[src/rtl/ram_sdp_be_pkg.sv]
`default_nettype none
// ============================================================================
// ram_sdp_be_pkg : shared types and helpers for the ram_sdp_be RAM family
// Revision 1.0 - initial release
// ============================================================================
package ram_sdp_be_pkg;

  typedef enum logic [0:0] {
    CLEAR = 1'b0,
    READY = 1'b1
  } ram_state_e;

  localparam int RDW_OLD = 0;
  localparam int RDW_NEW = 1;

  function automatic int addr_w(input int depth);
    return (depth > 1) ? $clog2(depth) : 1;
  endfunction

  function automatic int byte_cnt(input int data_w);
    return data_w / 8;
  endfunction

endpackage
`default_nettype wire

[src/rtl/ram_sdp_be_if.sv]
`default_nettype none
// ============================================================================
// ram_sdp_be_if : write/read request bundle of the ram_sdp_be RAM
// Revision 1.0 - initial release
// ============================================================================
interface ram_sdp_be_if
  import ram_sdp_be_pkg::*;
#(
  parameter int DATA_W = 32,
  parameter int DEPTH  = 16
);

  localparam int ADDR_W = addr_w(DEPTH);
  localparam int NBYTES = byte_cnt(DATA_W);

  logic              wr_en;
  logic [ADDR_W-1:0] wr_addr;
  logic [DATA_W-1:0] wr_data;
  logic [NBYTES-1:0] wr_be;
  logic              rd_en;
  logic [ADDR_W-1:0] rd_addr;
  logic [DATA_W-1:0] rd_data;
  logic              rd_valid;
  logic              busy;
  logic              addr_err;

  modport master (
    output wr_en, wr_addr, wr_data, wr_be, rd_en, rd_addr,
    input  rd_data, rd_valid, busy, addr_err
  );

  modport slave (
    input  wr_en, wr_addr, wr_data, wr_be, rd_en, rd_addr,
    output rd_data, rd_valid, busy, addr_err
  );

endinterface
`default_nettype wire

[src/rtl/ram_sdp_be_rd_pipe.sv]
`default_nettype none
// ============================================================================
// ram_sdp_be_rd_pipe : RD_LAT-deep data+valid delay line, data held when idle
// Revision 1.0 - initial release
// ============================================================================
module ram_sdp_be_rd_pipe #(
  parameter int DATA_W = 32,
  parameter int RD_LAT = 1
) (
  input  wire logic              clk,
  input  wire logic              rst,
  input  wire logic              i_valid,
  input  wire logic [DATA_W-1:0] i_data,
  output logic                   o_valid,
  output logic      [DATA_W-1:0] o_data
);

  logic              r_vld [RD_LAT];
  logic [DATA_W-1:0] r_dat [RD_LAT];

  for (genvar s = 0; s < RD_LAT; s++) begin : g_stage
    logic              w_v_in;
    logic [DATA_W-1:0] w_d_in;

    if (s == 0) begin : g_head
      assign w_v_in = i_valid;
      assign w_d_in = i_data;
    end else begin : g_tail
      assign w_v_in = r_vld[s-1];
      assign w_d_in = r_dat[s-1];
    end

    // Data only moves with a valid token, so the last stage holds between reads.
    always_ff @(posedge clk or posedge rst) begin
      if (rst) begin
        r_vld[s] <= 1'b0;
        r_dat[s] <= '0;
      end else begin
        r_vld[s] <= w_v_in;
        if (w_v_in) begin
          r_dat[s] <= w_d_in;
        end
      end
    end
  end

  assign o_valid = r_vld[RD_LAT-1];
  assign o_data  = r_dat[RD_LAT-1];

endmodule
`default_nettype wire

[src/rtl/ram_sdp_be.sv]
`default_nettype none
// ============================================================================
// ram_sdp_be : simple-dual-port RAM, byte enables, clear sweep, RDW select
// Revision 1.0 - initial release
// ============================================================================
module ram_sdp_be
  import ram_sdp_be_pkg::*;
#(
  parameter int                 DATA_W   = 32,
  parameter int                 DEPTH    = 16,
  parameter int                 RD_LAT   = 1,
  parameter int                 RDW_MODE = RDW_OLD,
  parameter logic [DATA_W-1:0]  INIT_VAL = '0
) (
  input  wire logic   clk,
  input  wire logic   rst,
  ram_sdp_be_if.slave bus
);

  localparam int ADDR_W = addr_w(DEPTH);
  localparam int NBYTES = byte_cnt(DATA_W);

  ram_state_e        r_state;
  logic [ADDR_W-1:0] r_cnt;
  logic              r_addr_err;
  logic [DATA_W-1:0] r_mem [DEPTH];

  logic              w_ready;
  logic              w_wr_in;
  logic              w_rd_in;
  logic              w_wr_ok;
  logic              w_rd_ok;
  logic              w_hit;
  logic [DATA_W-1:0] w_rd_word;

  assign w_ready = (r_state == READY);
  assign w_wr_in = (32'(bus.wr_addr) < 32'(DEPTH));
  assign w_rd_in = (32'(bus.rd_addr) < 32'(DEPTH));
  assign w_wr_ok = w_ready & bus.wr_en & w_wr_in;
  assign w_rd_ok = w_ready & bus.rd_en;
  assign w_hit   = w_wr_ok & w_rd_in & (bus.wr_addr == bus.rd_addr);

  // Out-of-range reads still return a token, carrying zero data.
  always_comb begin
    w_rd_word = w_rd_in ? r_mem[bus.rd_addr] : '0;
    if ((RDW_MODE == RDW_NEW) && w_hit) begin
      for (int b = 0; b < NBYTES; b++) begin
        if (bus.wr_be[b]) begin
          w_rd_word[8*b +: 8] = bus.wr_data[8*b +: 8];
        end
      end
    end
  end

  // Array has no reset; the sweep owns the write port until READY.
  always_ff @(posedge clk) begin
    if (!w_ready) begin
      r_mem[r_cnt] <= INIT_VAL;
    end else if (w_wr_ok) begin
      for (int b = 0; b < NBYTES; b++) begin
        if (bus.wr_be[b]) begin
          r_mem[bus.wr_addr][8*b +: 8] <= bus.wr_data[8*b +: 8];
        end
      end
    end
  end

  always_ff @(posedge clk or posedge rst) begin
    if (rst) begin
      r_state    <= CLEAR;
      r_cnt      <= '0;
      r_addr_err <= 1'b0;
    end else begin
      r_addr_err <= w_ready & ((bus.wr_en & ~w_wr_in) | (bus.rd_en & ~w_rd_in));
      case (r_state)
        CLEAR: begin
          if (r_cnt == ADDR_W'(DEPTH - 1)) begin
            r_state <= READY;
          end else begin
            r_cnt <= r_cnt + 1'b1;
          end
        end
        READY: r_state <= READY;
      endcase
    end
  end

  assign bus.busy     = ~w_ready;
  assign bus.addr_err = r_addr_err;

  ram_sdp_be_rd_pipe #(
    .DATA_W (DATA_W),
    .RD_LAT (RD_LAT)
  ) u_rd_pipe (
    .clk     (clk),
    .rst     (rst),
    .i_valid (w_rd_ok),
    .i_data  (w_rd_word),
    .o_valid (bus.rd_valid),
    .o_data  (bus.rd_data)
  );

endmodule
`default_nettype wire

[src/flat_wrapper.sv]
// flat-port wrapper written by rule: the top's interface ports become plain ports
module ram_sdp_be_flat import ram_sdp_be_pkg::*;
#(
  parameter int                 DATA_W   = 32,
  parameter int                 DEPTH    = 16,
  parameter int                 RD_LAT   = 1,
  parameter int                 RDW_MODE = RDW_OLD,
  parameter logic [DATA_W-1:0]  INIT_VAL = '0
)
  (clk, rst, bus_wr_en, bus_wr_addr, bus_wr_data, bus_wr_be, bus_rd_en, bus_rd_addr, bus_rd_data, bus_rd_valid, bus_busy, bus_addr_err);
  ram_sdp_be_if #(.DATA_W(DATA_W), .DEPTH(DEPTH)) bus_i ();
  input  wire logic clk;
  input  wire logic rst;
  input wire logic [$bits(bus_i.wr_en)-1:0] bus_wr_en;
  input wire logic [$bits(bus_i.wr_addr)-1:0] bus_wr_addr;
  input wire logic [$bits(bus_i.wr_data)-1:0] bus_wr_data;
  input wire logic [$bits(bus_i.wr_be)-1:0] bus_wr_be;
  input wire logic [$bits(bus_i.rd_en)-1:0] bus_rd_en;
  input wire logic [$bits(bus_i.rd_addr)-1:0] bus_rd_addr;
  output wire logic [$bits(bus_i.rd_data)-1:0] bus_rd_data;
  output wire logic [$bits(bus_i.rd_valid)-1:0] bus_rd_valid;
  output wire logic [$bits(bus_i.busy)-1:0] bus_busy;
  output wire logic [$bits(bus_i.addr_err)-1:0] bus_addr_err;
  assign bus_i.wr_en = bus_wr_en;
  assign bus_i.wr_addr = bus_wr_addr;
  assign bus_i.wr_data = bus_wr_data;
  assign bus_i.wr_be = bus_wr_be;
  assign bus_i.rd_en = bus_rd_en;
  assign bus_i.rd_addr = bus_rd_addr;
  assign bus_rd_data = bus_i.rd_data;
  assign bus_rd_valid = bus_i.rd_valid;
  assign bus_busy = bus_i.busy;
  assign bus_addr_err = bus_i.addr_err;
  ram_sdp_be #(.DATA_W(DATA_W), .DEPTH(DEPTH), .RD_LAT(RD_LAT), .RDW_MODE(RDW_MODE), .INIT_VAL(INIT_VAL)) u_core (.clk(clk), .rst(rst), .bus(bus_i));
endmodule
[config.mk]
export PLATFORM = sky130hd
export DESIGN_NAME = ram_sdp_be_flat
export DESIGN_NICKNAME = d
export VERILOG_FILES = /design/src/rtl/ram_sdp_be_pkg.sv /design/src/rtl/ram_sdp_be_if.sv /design/src/rtl/ram_sdp_be_rd_pipe.sv /design/src/rtl/ram_sdp_be.sv /design/src/flat_wrapper.sv
export SDC_FILE = /design/constraint.sdc
export NUM_CORES = 1
export LEC_CHECK = 0
export CORE_MARGIN = 10
export CORE_UTILIZATION = 45
export DETAILED_ROUTE_END_ITERATION = 8
export REMOVE_ABC_BUFFERS = 1
export SYNTH_ARGS = -nofsm -noshare
export SYNTH_HDL_FRONTEND = slang
export SYNTH_SLANG_ARGS = --single-unit
[constraint.sdc]
create_clock -name clk -period 2.9 [get_ports clk]
set_input_delay 0.29 -clock clk [delete_from_list [all_inputs] [get_ports clk]]
set_output_delay 0.29 -clock clk [all_outputs]
set_load 0.03 [all_outputs]
# Yosys cells after proc, flatten, opt, wreduce, memory -nomap -nowiden
# Memories as Yosys holds them, arrays and structs flattened. A register that Yosys moved wholly into a read port is not among the register bits.
# Index checks and enable logic that the tools add are counted.
dict set report word_totals {
  ram_bits 512
  memories 1
  inputBits 48
  word_cells 34
  reg_bits 6
}
# name words width rd rd_clocked_by_memory_dff wr line_no
set memory_table {}
lappend memory_table {u_core.r_mem 16 32 1 1 1 ram_sdp_be.sv:26} ;# logic [DATA_W-1:0] r_mem [DEPTH];
dict set report op_classes {
  n_mux 22
  add_sub_neg 1
  n_eq_ne 1
  n_bitwise 4
  reduce_logical 2
}
# op count
set op_table {}
lappend op_table {{$mux W32} 1}
lappend op_table {{$reduce_or A32 Y1} 1}
lappend op_table {{$mux W1} 18}
lappend op_table {{$mux W4} 2}
lappend op_table {{$add A4 B1 Y4 const B} 1}
lappend op_table {{$eq A4 B4 Y1 const B} 1}
lappend op_table {{$and A1 B1 Y1} 2}
lappend op_table {{$not A1 Y1} 2}
lappend op_table {{$pmux W1 S2} 1}
lappend op_table {{$reduce_and A2 Y1} 1}

# Longest topological paths before layout
dict set report depth {
  ltp_word 6
  depth_mapped 7
  ltp_nobuf 4
}

# By module
# From an unflattened synthesis, not the netlist that was laid out.
dict set report hier_totals {
  hier_cells 1046
  area_unflattened_um2 21695.8
}
# mod seq_area_each_um2 area_per_inst_um2 n_inst cells_each
set modules_own_cells {}
lappend modules_own_cells {ram_sdp_be 15499.9 20322.0 1 976}
lappend modules_own_cells {ram_sdp_be_rd_pipe 825.8 1373.8 1 70}

# Worst setup path before layout
# OpenSTA, ideal clock, no wires.
dict set report synth_path {
  path_kind {input-to-reg}
  startpoint {input port bus_wr_be[2]}
  endpoint {memory u_core.r_mem[10][0] (enable)}
  t_arrival_ns 1.841
  path_slack_ns 0.676
  n_path_buf 2
  cell_stages 6
  required_time_ns 2.517
  setup_time_ns 0.383
  cell_sequence {nor4_4 nor2_4 buf_8 mux2i_4 buf_6 nor3_1}
}
dict set report synth_via {
  elab_chain_cells 6
  word_cells_on_any_way 7
  classes_between {mux (6); reduce/logical (1)}
}
# item line_no
set synth_lines {}
lappend synth_lines {{start, declared} flat_wrapper.sv:17} ;# input wire logic [$bits(bus_i.wr_be)-1:0] bus_wr_be;
lappend synth_lines {{$mux W1 (*)} ram_sdp_be.sv:61} ;# if (bus.wr_be[b]) begin
lappend synth_lines {{$mux W1 (*)} ram_sdp_be.sv:59} ;# end else if (w_wr_ok) begin
lappend synth_lines {{$mux W1 (*)} ram_sdp_be.sv:57} ;# if (!w_ready) begin
lappend synth_lines {{$mux W1 (implied by the code) (*)} ram_sdp_be.sv:62} ;# r_mem[bus.wr_addr][8*b +: 8] <= bus.wr_data[8*b +: 8];
lappend synth_lines {{$reduce_or A32 Y1 (no source line) (*)} --}
lappend synth_lines {{$mux W4 (no source line)} --}
lappend synth_lines {{end, declared} ram_sdp_be.sv:26}
# Every way passes the cells marked *; elsewhere a longest branch is shown, timed or not.

# Worst setup path in the final report
dict set report layout_path {
  startpoint {register u_core.r_state}
  endpoint {memory u_core.r_mem[0][1] (enable)}
}
dict set report layout_via {
  elab_chain_cells 6
  word_cells_on_any_way 17
  classes_between {mux (15); bitwise (1); reduce/logical (1)}
}
# item line_no
set layout_lines {}
lappend layout_lines {{start, declared} ram_sdp_be.sv:23} ;# ram_state_e r_state;
lappend layout_lines {{start signal, assigned} ram_sdp_be.sv:70} ;# r_state <= CLEAR;
lappend layout_lines {{start signal, assigned} ram_sdp_be.sv:78} ;# r_state <= READY;
lappend layout_lines {{start signal, assigned} ram_sdp_be.sv:83} ;# READY: r_state <= READY;
lappend layout_lines {{$and A1 B1 Y1} ram_sdp_be.sv:39} ;# assign w_wr_ok = w_ready & bus.wr_en & w_wr_in;
lappend layout_lines {{$mux W1} ram_sdp_be.sv:59}
lappend layout_lines {{$mux W1} ram_sdp_be.sv:57}
lappend layout_lines {{$mux W1 (implied by the code)} ram_sdp_be.sv:62}
lappend layout_lines {{$reduce_or A32 Y1 (no source line)} --}
lappend layout_lines {{$mux W4 (no source line)} --}
# Parallel ways exist; a longest one is shown, timed or not.

==> summary.txt <==
Route
  • DR vias/cell: roughly 5.6
  • ANT nets after route: 0
  • Iter 0 DRT Violations: 1097
  • Wirelength per Cell: about 25 µm
  • 1st-pass router iterations: 5
  • Drc violations: 0
  • Wirelength, routed: approximately 53000 µm
  • Vias post-DR: roughly 12000

Clocking
  • H-tree depth: 2
  • TritonCTS sink count: 550
  • Maximum clock path buffer count: 3
  • TritonCTS Buffers: 56
  • Source-to-sink clock delay at the later pin of the worst-skew pair: roughly 0.60 ns
  • Quantity of hold-fixing buffers added after cts: 0
  • Count of instances resized after the clock tree is built: 0
  • CTS tree: yes
  • Clock root cell: clkbuf_16
  • Number of buffers inserted by post-CTS setup repair: 0
  • Clk pin slew, worst setup/hold paths: around 0.060 ns

Synth
  • Fraction of synthesized cell area in xor and xnor cells: 0.120%
  • Main flop type after synthesis: edfxtp_1
  • Synth Warn #: 0
  • Syn avg cell area: between 15 and 20 µm²
  • Main combinational cell family by area after synthesis: multiplexers
  • Synthesized-area fraction occupied by adder cells: less than 1%
  • Share of the synthesized area in the top cell type: between 70% and 80%
  • Syn Inst Count: roughly 1300
  • Ranking of synthesized cells by area: edfxtp_1 (70%), mux2i_1 (12%), dfrtp_1 (4.4%), a22oi_1 (2.5%), nand2_1 (2.0%)
  • #FFs+latches synth: between 500 and 600
  • Yosys top cell by area: edfxtp_1
  • Share of flip-flops with an asynchronous set or reset after synthesis: between 6 and 7%
  • Synth Area in Compound Gates: 3.33%
  • Post-synth design cell area: about 22000 µm²
  • Post-synth cell types: 30
  • Number of enable flip-flop cells after synthesis: just over 500
  • Post-synthesis simple-gate area fraction: between 7 and 8%
  • Fraction of synthesized area in multiplexers: about 12%
  • Sequential share of the synthesized area: between 70% and 80%

Floorplanning
  • Core Region: between 40000 and 50000 µm²
  • Horizontal die dimension: about 240 µm
  • FP Rows: 80
  • Starting Density: 45.7%
  • Die height: around 240 µm
  • Total die area: around 58000 µm²
  • Top Ports: slightly above 80

Worst setup path
  • R2R Path End: u_core.r_mem[0][1]
  • Class of the most critical setup path: reg -> reg
  • Kind of capture point of the worst setup path: flop
  • Flop-to-flop setup slack: 0.57 ns
  • Crit path launch: u_core.r_state
  • Worst Path Required: ~3.3 ns
  • Worst reg2reg startpoint: u_core.r_state
  • Arrival time at the worst endpoint: about 2.7 ns
  • Max FO, Critical Path: 17
  • Crit start category: flop
  • Number of cells traversed by the worst register-to-register path: 6

Power
  • Clock power frac: 40.8%
  • Sequential fraction of design power: around 52%
  • Net load switching power: ~3.7 mW
  • Total power density per cell area: roughly 660 nW/µm²
  • Static leakage: roughly 9.8 nW
  • Cell Int Power: between 10 and 15 mW
  • Switching fraction of total power: between 20% and 30%
  • IR drop worst, VDD: 0.376 mV
  • Part of the total power dissipated in combinational logic: 7.2%

Timing
  • Setup repair after global routing missed its margin: false
  • Max_slew headroom: between 20% and 30%
  • Worst hold slack: about 0.17 ns
  • Final Critical Period: 2.33 ns
  • Count of final max-slew check failures: 0
  • Measured slew at the worst slew-check pin: roughly 1.0 ns
  • Final Hold Vio Count: 0
  • Number of endpoints failing setup at the final stage: 0
  • Ratio of final minimum period to clock period: 80.3%
  • Highest Clock Rate: ~430 MHz
  • Setup Skew: between 0.015 and 0.02 ns

Run status
  • Status: finished, final reports clean

Finish
  • Number of nets at the end of the flow: roughly 1600
  • Filler instances: around 3800
  • Most common library cell in the layout ignoring fill and taps: edfxtp_1
  • Area of combinational cells with multiple inputs: between 5000 and 6000 µm²
  • Most frequent cells in the layout: edfxtp_1 (512), mux2i_1 (256), nand2_1 (118)
  • Proportion of layout cells with a drive suffix above 1: approximately an eighth
  • Ant. Diodes: 0
  • Register area: 16300 µm²
  • Area grow syn2layout: 17.6%
  • Fin area: 25700 µm²

Job
  • Maximum Capacitance Violations: 0

Worst hold path
  • Path type of the worst min-delay path: in -> async

Place
  • IO buf count: a little over 80
  • Final weighted congestion of routability-driven global placement: 0.790
  • Post-placement cell area: 23900 µm²
  • HPWL after DPL: approximately 33000 µm

Global routing
  • Largest net degree at the start of global routing: between 60 and 70
  • First-pass GRT wire length: slightly below 80000 µm
  • Via count of the first global-routing pass: 12400
  • Aggregate global routing overflow: 0
  • Number of antenna violations at the first check in global routing: 0
  • Total global routing track utilization: approximately a fifth
-- routing by layer --
metal | routed length (µm) | track usage [%] | part of all wire [%]
met1 | 23300 | 25.0 | 44
met2 | 25800 | 30.4 | 48
met3 | 3300 | 3.84 | 6.2
met4 | 993 | 4.68 | 1.9
met5 | 0 | 0 | 0
-- stage by stage --
stage                     power [mW]  worst slack (ns)  utilization (%)  TNS [ns]  instances
after detailed placement        10.2            0.0236             50.0         0       2058
after CTS                       17.1             0.545             53.7         0       2161
after global placement          10.2            0.0662             50.0         0       2058
after global routing            17.5             0.477             53.7         0       2161
final                           17.0             0.571             53.7         0       2161
after floorplan                 9.57            -0.123                -     -3.86       1265
-- area by class of cell --
| cell class | instances | share of cell area, % |
|---|---|---|
| sequential | 550 | 63.5 |
| clock buffer | 83 | 6.05 |
| timing repair buffer | 178 | 6.54 |
| inverter | 4 | 0.0584 |
| multi-input combinational | 711 | 20.1 |
| clock inverter | 20 | 0.769 |
| tap | 615 | 2.99 |
-- logic make-up (layout without fill, tap and decap cells) --
group	Yosys count	after routing
fa+ha+maj	1	1
mux	265	265
buf+inv	86	285
other cells	1	1
simple gates	332	332
flops	550	550
compound gates	109	109
xor+xnor	3	3
-- sequential cells by signal, summed over array words and instances (netlist names) --
signal                    flops
u_core.r_mem                512
u_core.u_rd_pipe.o_data      32
u_core.r_state                1
u_core.r_cnt                  4
u_core.u_rd_pipe.o_valid      1
-- synth_stat cells (2+ instances only) --
| library cell | number |
|---|---|
| buf_1 | 7 |
| nor2b_1 | 10 |
| a21oi_1 | 36 |
| a22oi_1 | 72 |
| buf_4 | 5 |
| xnor2_1 | 2 |
| mux2i_1 | 257 |
| mux2i_4 | 5 |
| nor2_1 | 6 |
| nand4_1 | 25 |
| clkbuf_1 | 37 |
| nor3_1 | 63 |
| nand3_1 | 73 |
| mux2_2 | 2 |
| edfxtp_1 | 512 |
| buf_6 | 3 |
| inv_1 | 4 |
| nand2_1 | 119 |
| and2_1 | 33 |
| buf_2 | 29 |
| dfrtp_1 | 38 |
-- worst max-delay path, cell delays in order, from the launching register on --
cell     delay, ns
dfrtp_1       0.37
nand2_1       0.10
nor2_4        0.15
buf_12        0.19
mux2i_4       0.89
nor3_1        0.16
buf_4         0.23
-- power by group through the flow --
stage / Clock [mW] / Combinational [mW] / Sequential (mW)
floorplan: 0 / 0.465 / 9.10
global placement: 0 / 1.23 / 8.99
detailed placement: 0 / 1.24 / 8.99
CTS: 7.02 / 1.24 / 8.83
global route: 7.37 / 1.31 / 8.83
finish: 6.93 / 1.22 / 8.83
-- worst max-delay path by stage --
stage | endpoint | slack (ns)
2_1_floorplan | u_core.u_rd_pipe.o_data[1] | -0.12
3_3_place_gp | u_core.r_mem[6][2] | 0.07
3_5_place_dp | u_core.r_mem[0][0] | 0.02
4_1_cts | u_core.r_mem[0][0] | 0.54
5_1_grt | u_core.r_mem[2][12] | 0.48
6_report | u_core.r_mem[0][1] | 0.57
Note: power is estimated with default switching activity, not from simulation.
